`config.mk`:
```
export PLATFORM = sky130hd
export DESIGN_NAME = bcd_gray_converter
export DESIGN_NICKNAME = d
export VERILOG_FILES = /design/src/rtl/bcd_gray_pkg.sv /design/src/rtl/bcd_gray_digit.sv /design/src/rtl/bcd_gray_converter.sv
export SDC_FILE = /design/constraint.sdc
export NUM_CORES = 1
export LEC_CHECK = 0
export ABC_AREA = 1
export BUFFER_PORTS_ARGS = -buffer_cell sky130_fd_sc_hd__buf_4
export CORE_AREA = 2 2 39 41
export CTS_BUF_LIST = sky130_fd_sc_hd__clkbuf_16
export CTS_CLUSTER_SIZE = 8
export DETAILED_ROUTE_END_ITERATION = 8
export DIE_AREA = 0 0 41 43
export PLACE_DENSITY_LB_ADDON = 0.3
export SETUP_SLACK_MARGIN = 0.02
export SKIP_LAST_GASP = 1
export SLEW_MARGIN = 40
export SYNTH_ARGS = -nofsm -noshare
export SYNTH_HDL_FRONTEND = slang
export SYNTH_SLANG_ARGS = --single-unit
```
`constraint.sdc`:
```
create_clock -name clk -period 1.15 [get_ports clk]
set_input_delay 0.0575 -clock clk [delete_from_list [all_inputs] [get_ports clk]]
set_output_delay 0.0575 -clock clk [all_outputs]
set_load 0.01 [all_outputs]
```
`src/rtl/bcd_gray_pkg.sv`:
```
// Shared constants and nibble conversion helpers for the BCD <-> Gray converter.
// The range check is built only when BCDG_ERR_CHECK_EN is defined.
package bcd_gray_pkg;

    localparam int          DIGIT_W  = 4;
    localparam logic [3:0]  BCD_MAX  = 4'd9;
    localparam logic        MODE_B2G = 1'b0;
    localparam logic        MODE_G2B = 1'b1;

    function automatic logic [DIGIT_W-1:0] bin2gray(input logic [DIGIT_W-1:0] b);
        return b ^ (b >> 1);
    endfunction

    // Each binary bit is the running XOR of all Gray bits from the MSB down to it.
    function automatic logic [DIGIT_W-1:0] gray2bin(input logic [DIGIT_W-1:0] g);
        logic [DIGIT_W-1:0] b;
        b[DIGIT_W-1] = g[DIGIT_W-1];
        for (int i = DIGIT_W - 2; i >= 0; i--) begin
            b[i] = b[i+1] ^ g[i];
        end
        return b;
    endfunction

endpackage

```
`src/rtl/bcd_gray_digit.sv`:
```
// Combinational single-nibble converter; invalid_o flags a digit outside 0..9.
// With BCDG_ERR_CHECK_EN undefined, invalid_o is a constant 0 and no comparator exists.
module bcd_gray_digit
    import bcd_gray_pkg::*;
(
    input  logic [DIGIT_W-1:0] digit_i,
    input  logic               mode_i,
    output logic [DIGIT_W-1:0] digit_o,
    output logic               invalid_o
);

    logic [DIGIT_W-1:0] conv_w;

    always_comb begin
        if (mode_i == MODE_G2B) begin
            conv_w = gray2bin(digit_i);
        end else begin
            conv_w = bin2gray(digit_i);
        end
    end

    assign digit_o = conv_w;

`ifdef BCDG_ERR_CHECK_EN
    // B2G judges the incoming BCD digit, G2B judges the decoded result.
    always_comb begin
        if (mode_i == MODE_B2G) begin
            invalid_o = (digit_i > BCD_MAX);
        end else begin
            invalid_o = (conv_w > BCD_MAX);
        end
    end
`else
    assign invalid_o = 1'b0;
`endif

endmodule

```
`src/rtl/bcd_gray_converter.sv`:
```
// Registered bidirectional BCD <-> Gray converter over DIGITS packed nibbles, 1-cycle latency.
// Optional per-digit range flag enabled by BCDG_ERR_CHECK_EN.
module bcd_gray_converter
    import bcd_gray_pkg::*;
#(
    parameter int DIGITS = 1
) (
    input  logic                    clk,
    input  logic                    rst_n,
    input  logic                    in_valid,
    input  logic                    mode,
    input  logic [DIGIT_W*DIGITS-1:0] bcd,
    input  logic [DIGIT_W*DIGITS-1:0] gray,
    output logic                    out_valid,
    output logic [DIGIT_W*DIGITS-1:0] out,
    output logic [DIGITS-1:0]       err
);

    localparam int W = DIGIT_W * DIGITS;

    // Valid semantics: in_valid is a one-cycle strobe with no ready; every
    // strobed input produces out_valid exactly one cycle later, out/err hold otherwise.
    logic [W-1:0]      sel_w;
    logic [W-1:0]      conv_w;
    logic [DIGITS-1:0] invalid_w;

    logic [W-1:0]      out_q, out_d;
    logic [DIGITS-1:0] err_q, err_d;
    logic              out_valid_q, out_valid_d;

    assign sel_w = (mode == MODE_G2B) ? gray : bcd;

    for (genvar k = 0; k < DIGITS; k++) begin : g_digit
        bcd_gray_digit u_digit (
            .digit_i   (sel_w[k*DIGIT_W +: DIGIT_W]),
            .mode_i    (mode),
            .digit_o   (conv_w[k*DIGIT_W +: DIGIT_W]),
            .invalid_o (invalid_w[k])
        );
    end

    always_comb begin
        out_d       = out_q;
        err_d       = err_q;
        out_valid_d = in_valid;
        if (in_valid) begin
            out_d = conv_w;
            err_d = invalid_w;
        end
    end

    always_ff @(posedge clk or negedge rst_n) begin
        if (!rst_n) begin
            out_q       <= '0;
            err_q       <= '0;
            out_valid_q <= 1'b0;
        end else begin
            out_q       <= out_d;
            err_q       <= err_d;
            out_valid_q <= out_valid_d;
        end
    end

    assign out       = out_q;
    assign err       = err_q;
    assign out_valid = out_valid_q;

endmodule

```
Word-level counts from Yosys, hierarchy flattened
Cells that the tools add are included.
{ "totals": {"ff_bits": 5, "input_bits": 12, "out_inout_bits": 6, "elab_cells": 8} }
{ "classes": {"muxes": 2, "bitwise_logic": 4} }
{ "ops": {"columns": ["op", "n"], "rows": [
  ["4-bit two-way mux", 2],
  ["4-bit by 3-bit XOR with 4-bit output", 1],
  ["1-bit XOR", 3]
]} }

Depth between registers and ports, before layout
{ "logic_depth": {"depth_word": 5, "ltp_mapped": 12, "depth_no_buf": 11} }

Modules after synthesis
From an unflattened synthesis, not the netlist that was laid out.
{ "hier_totals": {"hier_cells": 57, "area_unflattened_um2": 367.9} }
{ "by_module_without_submodules": {"columns": ["module", "n_inst", "cells_per_inst", "area_per_inst_um2", "seq_area_each_um2"], "rows": [
  ["bcd_gray_converter", 1, 35, 259.0, 150.1],
  ["bcd_gray_digit", 1, 22, 108.9, 0.0]
]} }

Worst setup path before layout
OpenSTA, ideal clock, no wires.
{ "synth_timing": {"kind": "input port to flip-flop", "startpoint": "input mode", "endpoint": "register out_q[0] (netlist: out[0])", "setup_time_ps": 117, "arrival_time_ps": 755, "required_time_ps": 1033, "slack_ps": 278, "path_stages": 11, "path_buffers": 1, "path_cell_list": "buf_6 > inv_4 > nand2_1 > nand2_2 > nand2_2 > nand3_1 > nand3_2 > nand2_1 > nand2_1 > nand3_1 > nand2_1"} }
{ "synth_via": {"elab_chain_cells": 5, "word_cells_on_any_way": 6, "cone_classes": "mux (2); bitwise (4)"} }
{ "synth_rtl": {"columns": ["item", "line_no", "text"], "rows": [
  ["start: declaration", "bcd_gray_converter.sv:11", "input logic mode,"],
  ["4-bit two-way mux", "bcd_gray_converter.sv:31", "assign sel_w = (mode == MODE_G2B) ? gray : bcd;"],
  ["1-bit XOR (3 in series)", "bcd_gray_pkg.sv:19", "b[i] = b[i+1] ^ g[i];"],
  ["4-bit two-way mux *", "bcd_gray_digit.sv:15", "if (mode_i == MODE_G2B) begin"],
  ["end signal: assignment", "bcd_gray_converter.sv:58", "out_q <= out_d;"],
  ["end: declaration", "bcd_gray_converter.sv:27", "logic [W-1:0] out_q, out_d;"]
]} }
Every way passes the cells marked *; elsewhere a longest branch is shown, timed or not.
A chain may end at the register's enable or synchronous reset.

Final worst setup path
{ "layout_timing": {"startpoint": "input in_valid", "endpoint": "register out_q[3] (netlist: out[3])"} }
{ "layout_rtl": {"columns": ["item", "line_no", "text"], "rows": [
  ["start: declaration", "bcd_gray_converter.sv:10", "input logic in_valid,"]
]} }
No word-level cell between the ends.

==> flow_summary.ini <==
[detailed_routing]
drt_wl_total_um = 697
wire_per_inst_um = 7.83
via_per_inst = 4.15
drt_pass1_iterations = 4
ant_nets = 0
drc = 0
drt_iter0_drc = 3
vias = 369

[timing]
setup_viol = 0
rsz0062_at_grt = no
holdWs_ps = 155
setup_tns_ps = 0
finalMaxSlewViolations = 0
fmax_mhz = 1190
finalHoldViolCount = 0
final.setup.worst_slack_ps = 312
post-route-period-util = 0.728
clock-skew-final_ps = 0
layout_min_cycle_time_ps = 838

[yosys]
synth.most_common_cell = nand2_1
synth_top_area_share = 0.358
synth_cells = 53
synth_common_cells = nand2_1, inv_1, dfrtp_1
yosysUniqueCellTypes = 15
ys.flop_type = dfrtp_1
ys_seq_elements = 5
synth_warnings = 0
ys_top_cells_by_area = dfrtp_1, nand2_1, inv_1
syn_area_per_cell_um2 = 6.59
yosys.area.top_type = dfrtp_1
async_flop_share = 1.00
syn-num-nets = 65
synth-edff-count = 0
synth_area_um2 = 349
synth_seq_area_share = 0.358

[grt]
grtUsageTotal = 0.105
grt_max_degree = 10
grt_pass1_wl_um = 1250
grt_pass1_vias = 341
antenna_found_initial = 0
grt_overflow = 0

[pwr]
switching_share = 0.204
pwr-share-comb = 0.171
total_power_uw = 912
peakVddDrop_v = 0.000756
p_leak_nw = 0.330
power_frac_seq = 0.226
p_sw_uw = 186
p_clk_frac = 0.602
cellPowerDensity_nw_per_um2 = 1600
internal_power_uw = 725

[clocking]
cts_htree_levels = 1
clock_latency_ps = 220
clock_path_buffers = 2
root_buffer = clkbuf_16
clk_pin_slew_ps = 30
cts_inserted_buffers = 3
cts.sinks = 5
tritoncts = built

[finish]
num-fill-cells = 143
stdcell_count = 89
multi_input_area_um2 = 165
nets = 86
diodes = 0
area_growth_pct = 63.1
drive_gt1_frac = 0.342
seqCellArea_um2 = 125

[run]
max_cap_viol_count = 0

[worst_setup_path]
endpoint_kind = register
reg2reg_slack_ps = 520
startpoint_type = primary input
cp.required_ps = 1250
r2r_start = out[1]$_DFFE_PN0P_
cp_max_fo = 7
path_class = in -> reg
reg2reg_to = out[1]$_DFFE_PN0P_
r2r_cells = 2
cp.arrival_ps = 940

[worst_hold_path]
min_to = out[1]$_DFFE_PN0P_
hp-start = gray[1]
worstHoldPathCells = 4
hp-class = in -> reg

[placed_design]
gp_congestion = 0.648
dp_cells = 83
dp_hpwl_um = 599
io_buffers = 16
dp_slack_ps = 149

[floorplan]
rows = 14
pin_count = 18
die_h_um = 43
die_w_um = 41
dieArea_um2 = 1760
core_um2 = 1380
start_util = 0.252

[status]
status = completed
-- sequential cells by signal (all words and copies together) (netlist names) --
register / count
out_valid: 1
out: 4
-- layer usage --
metal,vias up,wire length [µm],part of all wire,global-route usage
met1,156,291,0.42,0.120
met5,-,0,0,0
met3,0,82,0.12,0.0314
met2,15,323,0.46,0.163
met4,0,0,0,0.0600
li1,198,-,-,-
-- how the worst max path moves through the flow --
stage	slack [ps]	from	endpoint	depth (start not counted)
finish	310	in_valid	out[3]$_DFFE_PN0P_	4
global route	250	in_valid	out[1]$_DFFE_PN0P_	4
CTS	300	in_valid	out[3]$_DFFE_PN0P_	4
detailed placement	150	mode	out[0]$_DFFE_PN0P_	11
global placement	160	mode	out[0]$_DFFE_PN0P_	11
floorplan	280	mode	out[0]$_DFFE_PN0P_	11
-- timing repair --
action	in CTS	in global routing
endpoints found under the hold margin	6	0
buffers inserted	0	0
gates resized for setup	0	0
hold buffers	2	0
endpoints found under the setup margin	0	0
-- power by group through the flow --
stage	Clock (mW)	Sequential [mW]	Combinational, mW
finish	0.549	0.206	0.156
global route	0.580	0.209	0.180
detailed placement	0	0.209	0.153
global placement	0	0.208	0.150
floorplan	0	0.217	0.0726
CTS	0.559	0.207	0.159
-- stage by stage --
stage / instance area, µm² / utilization
after floorplan: 349 / -
after global placement: 470 / 0.340
after detailed placement: 470 / 0.340
after CTS: 569 / 0.411
after global routing: 569 / 0.411
final: 569 / 0.411
-- cells by family after synthesis --
logic type      count (synthesis)  share of synthesized area
flops                           5                      0.358
other cells                     1                     0.0107
simple gates                   29                      0.369
buf+inv                        12                      0.168
compound gates                  6                     0.0932
-- cell type report --
cell class / count / share of cell area
clock inverter: 1 / 0.00659
inverter: 10 / 0.0703
tap: 16 / 0.0352
clock buffer: 3 / 0.132
sequential: 5 / 0.220
multi-input combinational: 36 / 0.290
timing repair buffer: 18 / 0.246
-- worst max-delay path, stage by stage --
cell           delay (ps)
dlygate4sd3_1         540
buf_4                 160
inv_1                  90
o21ai_0                90
-- layout by cell type, fill, tap and decap left out, drive strengths merged --
master | synthesis | final
nand3 | 4 | 4
nor2 | 2 | 2
nand2 | 23 | 23
o21ai | 3 | 3
clkbuf | 0 | 3
dlygate4sd3 | 0 | 2
inv | 10 | 11
conb | 1 | 1
dfrtp | 5 | 5
a31oi | 2 | 2
buf | 2 | 16
a21oi | 1 | 1
Power figures use the tool's default switching activity.
